$ cat config.mk
export PLATFORM = sky130hd
export DESIGN_NAME = key_sw_input_dev
export DESIGN_NICKNAME = d
export VERILOG_FILES = /design/src/rtl/key_sw_input_dev.sv
export SDC_FILE = /design/constraint.sdc
export NUM_CORES = 1
export LEC_CHECK = 0
export BUFFER_PORTS_ARGS = -buffer_cell sky130_fd_sc_hd__clkbuf_2
export CORE_ASPECT_RATIO = 0.8
export CORE_MARGIN = 1.5
export CORE_UTILIZATION = 54
export CTS_CLUSTER_SIZE = 30
export DETAILED_ROUTE_END_ITERATION = 7
export PLACE_DENSITY = 0.83
export SLEW_MARGIN = 10
export SYNTH_ARGS = -nofsm -noshare
export SYNTH_HDL_FRONTEND = slang
export SYNTH_SLANG_ARGS = --single-unit
$ cat constraint.sdc
create_clock -name clk -period 5 [get_ports clk]
set_clock_uncertainty 0.15 [all_clocks]
set_input_delay 0.5 -clock clk [delete_from_list [all_inputs] [get_ports clk]]
set_output_delay 0.5 -clock clk [all_outputs]
set_load 0.01 [all_outputs]
$ cat src/rtl/key_sw_input_dev.sv
// Read-side device peripheral: synchronised/debounced pushbuttons, press events and switch mirror on the DEVICE/DATA bus.
// Optional build macro KEY_IRQ_EN adds a maskable key-event interrupt and the DATA write input for the mask.
module key_sw_input_dev #(
  parameter logic [15:0] BASE_ADDR       = 16'h0040,
  parameter int          DEBOUNCE_CYCLES = 50000,
  parameter int          CNT_W           = 16
) (
  input  logic        clk,
  input  logic        rst_n,
  input  logic [15:0] DEVICE,
  input  logic        RD,
  input  logic [3:0]  KEY_in,
  input  logic [9:0]  SW_in,
`ifdef KEY_IRQ_EN
  input  logic [15:0] DATA,
`endif
  output logic [15:0] DATA_out,
  output logic        DATA_valid,
  output logic        IRQ
);

  localparam logic [CNT_W-1:0] CNT_LAST = CNT_W'(DEBOUNCE_CYCLES - 1);

  logic [3:0]       key_s1, key_s2, key_stable, key_stable_nxt, key_fall;
  logic [3:0]       evt, evt_nxt;
  logic [9:0]       sw_s1, sw_s2;
  logic [CNT_W-1:0] db_cnt     [4];
  logic [CNT_W-1:0] db_cnt_nxt [4];
  logic [15:0]      press_cnt, offset, rd_data;
  logic             rd_hit, clr_evt;

  always_comb begin
    // NOTE: every output of this block gets a default first so no path leaves it unassigned (no latches).
    key_stable_nxt = key_stable;
    for (int i = 0; i < 4; i++) begin
      db_cnt_nxt[i] = '0;
      if (key_s2[i] != key_stable[i]) begin
        if (db_cnt[i] == CNT_LAST) key_stable_nxt[i] = key_s2[i];
        else                       db_cnt_nxt[i]     = db_cnt[i] + 1'b1;
      end
    end
  end

  // Offset arithmetic wraps, so one unsigned compare covers both range ends.
  assign offset   = DEVICE - BASE_ADDR;
  assign rd_hit   = RD && (offset < 16'd4);
  assign clr_evt  = rd_hit && (offset[1:0] == 2'd2);
  assign key_fall = key_stable & ~key_stable_nxt;
  // A press accepted on the clearing read's edge survives; only older events are cleared.
  assign evt_nxt  = (clr_evt ? 4'h0 : evt) | key_fall;

  always_comb begin
    rd_data = '0;
    case (offset[1:0])
      2'd0: rd_data = {6'b0, sw_s2};
      2'd1: rd_data = {12'b0, ~key_stable};
      2'd2: rd_data = {12'b0, evt};
      2'd3: rd_data = press_cnt;
      default: rd_data = '0;
    endcase
  end

  // All state moves on the falling edge so the CPU's rising-edge bus outputs are settled.
  always_ff @(negedge clk or negedge rst_n) begin
    if (!rst_n) begin
      key_s1     <= 4'hF;
      key_s2     <= 4'hF;
      key_stable <= 4'hF;
      sw_s1      <= '0;
      sw_s2      <= '0;
      evt        <= '0;
      press_cnt  <= '0;
      // NOTE: the debounce counters form a tiny array of flops, not a RAM, so they take the async reset too.
      for (int i = 0; i < 4; i++) db_cnt[i] <= '0;
      DATA_out   <= '0;
      DATA_valid <= 1'b0;
    end else begin
      // NOTE: non-blocking assignments keep the two-stage synchronisers from collapsing into one flop.
      key_s1     <= KEY_in;
      key_s2     <= key_s1;
      sw_s1      <= SW_in;
      sw_s2      <= sw_s1;
      key_stable <= key_stable_nxt;
      for (int i = 0; i < 4; i++) db_cnt[i] <= db_cnt_nxt[i];
      evt        <= evt_nxt;
      press_cnt  <= press_cnt + 16'($countones(key_fall));
      DATA_valid <= rd_hit;
      if (rd_hit) DATA_out <= rd_data;
    end
  end

`ifdef KEY_IRQ_EN
  localparam logic [15:0] MASK_ADDR = BASE_ADDR + 16'd4;

  logic [3:0] irq_mask;
  logic       unused_data;
  assign unused_data = ^DATA[15:4];

  always_ff @(negedge clk or negedge rst_n) begin
    if (!rst_n) begin
      irq_mask <= 4'hF;
      IRQ      <= 1'b0;
    end else begin
      if ((DEVICE == MASK_ADDR) && !RD) irq_mask <= DATA[3:0];
      IRQ <= |(evt & irq_mask);
    end
  end
`else
  assign IRQ = 1'b0;
`endif

endmodule

Yosys cells after proc, flatten, opt, wreduce, memory -nomap -nowiden
Cells that the tools add are included.

Word-level logic and storage cells: 59. Bits in registers: 133. Output and inout bits: 18.

Muxes and demuxes: 18. Magnitude comparators: 1. $add $sub $neg: 9. Bitwise gates (word level): 4. Reduce and logical (&&, ||, !) cells: 3. Equal/unequal tests: 11.

Operators by type and width (number): $mux 16 (8); $add 16x1->16 const B (4); $eq 16x16->1 const B (4); $pmux 16 s4 (1); $add 16x3->16 (1); $lt 16x3->1 const B (1); $sub 16x7->16 const B (1); $mux 1 (8); $not 4->4 (2); $add 1x1->2 (2); $and 4x4->4 (1); $eq 2x2->1 const B (2); $mux 4 (1); $ne 1x1->1 (4); $or 4x4->4 (1); $add 2x2->3 (1); $eq 2x1->1 const B (1); $logic_and 1x1->1 (2); $logic_not 2->1 (1).

Longest topological paths before layout
Gate-level depths: netlist of run 1.

Depth in word-level cells: 8. Depth in mapped cells: 12. Depth with buffers taken out: 12.

==> results of run 1 <==
==> flip-flops by register name, summed over array words and instances, names as in the netlist <==
signal / cells
db_cnt: 64
DATA_out: 16
press_cnt: 16
sw_s1: 10
sw_s2: 10
evt: 4
key_s1: 4
key_s2: 4
key_stable: 4
DATA_valid: 1
==> logic make-up (layout without fill, tap and decap cells) <==
logic type | after synthesis | after routing | synth area share [%]
multiplexers | 11 | 11 | 2.72
adder cells (fa/ha/maj) | 8 | 8 | 2.12
flip-flops | 133 | 133 | 57.8
AND/OR/NAND/NOR | 223 | 223 | 20.4
other | 1 | 1 | 0.0648
AO/OA/AOI/OAI | 39 | 39 | 4.30
XOR/XNOR | 68 | 68 | 10.3
buffers and inverters | 32 | 113 | 2.29
==> path summary, 6_finish.rpt <==
| kind | from | to | slack, ns | depth (start not counted) |
|---|---|---|---|---|
| min reg2reg | sw_s1[9] | sw_s2[9] | 0.15 | 0 |
| min in group asynchronous | rst_n | db_cnt[29] | 2.30 | 1 |
| min | sw_s1[9] | sw_s2[9] | 0.15 | 0 |
| max in group asynchronous | rst_n | key_s1[1] | 1.59 | 2 |
| max reg2reg | db_cnt[48] | press_cnt[14] | 0.83 | 12 |
| max | DEVICE[12] | evt[1] | 0.78 | 5 |
==> through the flow <==
| step | cells | worst slack [ns] |
|---|---|---|
| 2_1_floorplan | 515 | 0.595 |
| 3_3_place_gp | 694 | 0.454 |
| 3_5_place_dp | 694 | 0.349 |
| 4_1_cts | 736 | 0.761 |
| 5_1_grt | 736 | 0.536 |
| 6_report | 736 | 0.783 |
==> cells in the mapped netlist, types with 5 or more instances <==
| master | instances |
|---|---|
| ha_1 | 5 |
| mux2_2 | 8 |
| nor4bb_1 | 8 |
| a21oi_1 | 7 |
| xnor2_1 | 43 |
| nor4_1 | 13 |
| inv_1 | 17 |
| dfstp_2 | 12 |
| nand2_1 | 42 |
| nor4b_1 | 6 |
| o21ai_0 | 16 |
| a22oi_1 | 6 |
| nand3_1 | 20 |
| and3_1 | 10 |
| xor2_1 | 25 |
| nor3_1 | 15 |
| clkbuf_1 | 7 |
| nor2_1 | 63 |
| nand4_1 | 23 |
| dfrtn_1 | 121 |
| buf_2 | 5 |
==> metal layers <==
layer	vias to the layer above	global-route usage [%]	share of wire, %
met4	0	8.73	0.90
met5	-	0	0
met3	12	5.02	5.2
met1	2089	28.7	43
met2	127	37.7	51
li1	1938	-	-
==> power by group <==
| part | switching, mW | leakage, nW | internal [mW] |
|---|---|---|---|
| registers | 0.0121 | 1.74 | 1.11 |
| logic | 0.0460 | 0.931 | 0.0259 |
| clock network | 0.462 | 0.362 | 0.817 |
| total | 0.521 | 3.03 | 1.95 |
==> worst max-delay path, delay by kind of cell <==
kind | cells | cell delay (ns)
and+or+nand+nor | 3 | 0.99
AOI/OAI and AO/OA | 1 | 0.24
buffers and inverters | 1 | 0.08
==> cell type report <==
class | count | area (µm²) | area share (%)
Clock inverter | 19 | 134 | 1.96
Clock buffer | 24 | 507 | 7.42
Timing Repair Buffer | 54 | 298 | 4.36
Inverter | 16 | 60.1 | 0.880
Multi-Input combinational cell | 350 | 2310 | 33.8
Tap cell | 140 | 175 | 2.57
Sequential cell | 133 | 3340 | 49.0
==> flow_metrics.tcl, run 1 <==
set metrics [dict create \
    grt_pass1_vias 4079 \
    slew_viol_final 0 \
    synth.avg_cell_area_um2 11.2 \
    holdCritPathClass "reg2reg" \
    final_common_cell "dfrtn_1" \
    die_area_mm2 0.0113 \
    insertion_delay_ns 0.44 \
    grt_overflow_total 0 \
    drtPass1Iterations 5 \
    die_x_um 119 \
    wl_per_cell_um 16.1 \
    placed_cell_area_mm2 0.00619 \
    rsz0062_at_grt "no" \
    p_leak_nw 3.03 \
    p_per_area_mw_per_mm2 362 \
    numPortBuffers 49 \
    timing.hold.ws_ns 0.149 \
    power_mw 2.47 \
    numCtsBuffers 17 \
    synth_top_cells_by_area "dfrtn_1 (52%), xnor2_1 (6.5%), dfstp_2 (5.4%)" \
    netlist_area_mm2 0.00579 \
    wl_um 11800 \
    fin_nets 625 \
    status "completed" \
    tightestPinTransition_ns 0.504 \
    synth_ff_type "dfrtn_1" \
    route.detailed.drc 0 \
    critPathCaptureType "flop" \
    drt-initial-drc-count 386 \
    fin_setup_tns_ns 0 \
    synth-seq-cells 133 \
    yosysWarnings 0 \
    yosysTopAreaCell "dfrtn_1" \
    syn_nets 556 \
    cts-root-buf "clkbuf_16" \
    grt_pass1_wl_um 19700 \
    worstSetupPathType "in2reg" \
    antenna_cells 0 \
    ys_types 42 \
    max_freq_ghz 0.240 \
    ir_drop_v 0.000236 \
    fillers 740 \
    h-tree-depth 4 \
    max-cap-violations 0 \
    fin_area_mm2 0.00683 \
    core_area_mm2 0.0103 \
    synth_top_area_share_pct 52.3 \
    setup_violations 0 \
    cts_hold_buffers 0 \
    synth_edf_count 0 \
    netlist_instances 515 \
    critPathSlowestCell "or3b_1" \
    path_clk_slew_ns 0.04 \
    layout-area-overhead-vs-synth_pct 18.0 \
    ctsLongestPathBuffers 2 \
    required_ns 2.58 \
    fin_util_pct 66.1 \
    antenna_found_initial 0 \
    min_period_ns 4.22 \
    cp_cell_sequence "clkbuf_2 -> nor4b_1 -> nand4_1 -> or3b_1 -> a21bo_2" \
    gp_congestion 0.895 \
    die_height_um 95.6 \
    grt_use_total_pct 22.4 \
    synthArstFlopShare_pct 100 \
    cts_sinks 133 \
    final_cell_mix "dfrtn_1 (121), nor2_1 (63), clkbuf_2 (48), xnor2_1 (43), nand2_1 (42)" \
    finalHoldViolCount 0 \
    rows 33 \
    relSlewSlack_pct 66.3 \
    via_count 4166 \
    vias_per_cell 5.66 \
    cp_max_fo 4 \
    cts-resized-gates 0 \
    cp-start-kind "input pin" \
    io_pins 51 \
    finalCritPeriodShare_pct 84.3 \
    ant_nets 0 \
    cp_slowest_stage_delay_ns 0.47 \
    start_util_pct 56.0 \
    cts_tree "done" \
    worstPathArrival_ns 1.80 \
    dpl.hpwl_um 8010 \
    post_cts_buffers 0 \
    yosysSeqAreaShare_pct 57.8 \
    grt_max_degree 44 \
    layout-drive-gt1-share_pct 19.3 \
]
Power figures use the tool's default switching activity.
==> inputs of run 2 (changes only) <==
clock period = 3.98 ns   (was 5 ns; I/O delays follow)
==> run 2 against run 1 <==
Compared with the run above: worst hold slack got worse by 0.0079 ns; worst setup slack got worse by 0.59 ns; via count fell by 0.22%; count of clock-buffer cells in the layout fell by 6; utilization rose by 0.91 points; sequential power rose by 26%.
==> flow_metrics.tcl, run 2 (synthesized netlist as in run 1, its figures left out) <==
set metrics [dict create \
    start_util_pct 56.0 \
    antenna_found_initial 0 \
    largest_register "db_cnt" \
    cts_tree "done" \
    gp_congestion 0.851 \
    final_cell_mix "dfrtn_1 (121), nor2_1 (63), clkbuf_2 (48), xnor2_1 (43), nand2_1 (42)" \
    vias_per_cell 5.59 \
    seq_area_mm2 0.00334 \
    hold_end "sw_s2[4]" \
    fin_setup_tns_ns 0 \
    grt_pass1_wl_um 19500 \
    route.detailed.drc 0 \
    worstSetupPathType "reg2reg" \
    ir_drop_v 0.000348 \
    max_freq_ghz 0.264 \
    die_area_mm2 0.0113 \
    placed_cell_area_mm2 0.00625 \
    cp_slowest_stage_delay_ns 0.51 \
    largest_reg_flops 64 \
    max-cap-violations 0 \
    worst_path_most_repeated_cell "fa_1" \
    ant_nets 0 \
    relSlewSlack_pct 65.2 \
    wl_um 11700 \
    wl_per_cell_um 15.7 \
    ctsLongestPathBuffers 2 \
    die_height_um 95.6 \
    top_regs "db_cnt (64), DATA_out (16), press_cnt (16)" \
    cp_top_family "simple AND/OR/NAND/NOR gates" \
    finalHoldViolCount 0 \
    dpl.hpwl_um 8010 \
    reg2reg_slack_ns 0.19 \
    fin_area_mm2 0.00692 \
    numPortBuffers 49 \
    layout-area-overhead-vs-synth_pct 19.6 \
    critPathCaptureType "flop" \
    cts_sinks 133 \
    cts-root-buf "clkbuf_16" \
    drt-initial-drc-count 293 \
    layout-drive-gt1-share_pct 21.5 \
    worstHoldStart "sw_s1[4]" \
    grt_pass1_vias 4162 \
    holdCritPathClass "reg2reg" \
    path_clk_slew_ns 0.04 \
    grt_max_degree 43 \
    core_area_mm2 0.0103 \
    gr-usage-met2_pct 37.3 \
    via_count 4157 \
    rows 33 \
    grtUsageMet1_pct 27.3 \
    rsz0062_at_grt "no" \
    fillers 734 \
    multi_input_area_mm2 0.00233 \
    p_leak_nw 3.07 \
    r2r-start "db_cnt[48]" \
    h-tree-depth 4 \
    antenna_cells 0 \
    io_pins 51 \
    cp_max_fo 4 \
    insertion_delay_ns 0.44 \
    critPathBufInv 0 \
    cp-start-kind "flop" \
    setup_violations 0 \
    met3_usage_pct 6.64 \
    tightestPinTransition_ns 0.520 \
    drtPass1Iterations 5 \
    grt.busiest_layer "met2" \
    hold_path_depth 0 \
    status "completed" \
    grt_use_total_pct 22.3 \
    cp_cell_sequence "ha_1 -> nand3_1 -> nand4b_1 -> or3b_4 -> fa_1 -> fa_1 -> nand2b_1 -> a2111o_1 -> nor3_2 -> xor2_1" \
    timing.hold.ws_ns 0.141 \
    rr_endpoint "press_cnt[15]" \
    worstPathArrival_ns 5.85 \
    rr_worst_depth 10 \
    slew_viol_final 0 \
    critPathSlowestCell "fa_1" \
    power_mw 3.13 \
    required_ns 6.04 \
    grt_overflow_total 0 \
    path_depth 10 \
    min_period_ns 3.79 \
    fin_nets 634 \
    numCtsBuffers 17 \
    final_common_cell "dfrtn_1" \
    p_per_area_mw_per_mm2 452 \
    die_x_um 119 \
    finalCritPeriodShare_pct 95.2 \
]
[run 2: cell count changes in the layout (fill, tap and decap cells not counted), sizes merged]
cell,delta
buf,+9
clkbuf,-6
clkinvlp,+2
inv,+2
bufinv,+1
[run 2: metal layers]
layer	wire, µm	up-vias
li1	-	1944
met1	5190	2069
met2	5770	122
met3	569	22
met4	186	0
met5	0	-
[run 2: metrics by stage]
stage / cells / worst slack [ns] / utilization (%)
2_1_floorplan: 515 / 0.187 / -
3_3_place_gp: 702 / 0.0402 / 60.5
3_5_place_dp: 702 / 0.0229 / 60.5
4_1_cts: 743 / 0.0363 / 66.8
5_1_grt: 744 / 0.0214 / 67.0
6_report: 744 / 0.192 / 67.0
[run 2: power breakdown]
| part | internal (mW) | switching (mW) |
|---|---|---|
| Combinational | 0.0342 | 0.0584 |
| Sequential | 1.39 | 0.0163 |
| Clock | 1.03 | 0.597 |
| Total | 2.45 | 0.672 |
[run 2: how the worst max path moves through the flow]
| stage | start | endpoint | slack (ns) |
|---|---|---|---|
| after detailed placement | DEVICE[12] | evt[1] | 0.02 |
| after global placement | DEVICE[12] | evt[0] | 0.04 |
| after global routing | db_cnt[48] | press_cnt[15] | 0.02 |
| after floorplan | DEVICE[12] | evt[2] | 0.19 |
| final | db_cnt[48] | press_cnt[15] | 0.19 |
| after CTS | db_cnt[48] | press_cnt[15] | 0.04 |
[run 2: area by class of cell]
type                            instances  area share [%]
Multi-Input combinational cell        350            33.7
Clock inverter                         24            2.80
Tap cell                              140            2.53
Clock buffer                           18            6.51
Timing Repair Buffer                   63            5.28
Inverter                               16           0.868
Sequential cell                       133            48.3
[run 2: timing repair]
| action | in CTS | in global routing |
|---|---|---|
| endpoints found under the hold margin | 0 | 0 |
| setup buffers | 0 | 1 |
| hold buffers | 0 | 0 |
| resized for setup | 0 | 5 |
| setup endpoints to repair | 0 | 3 |
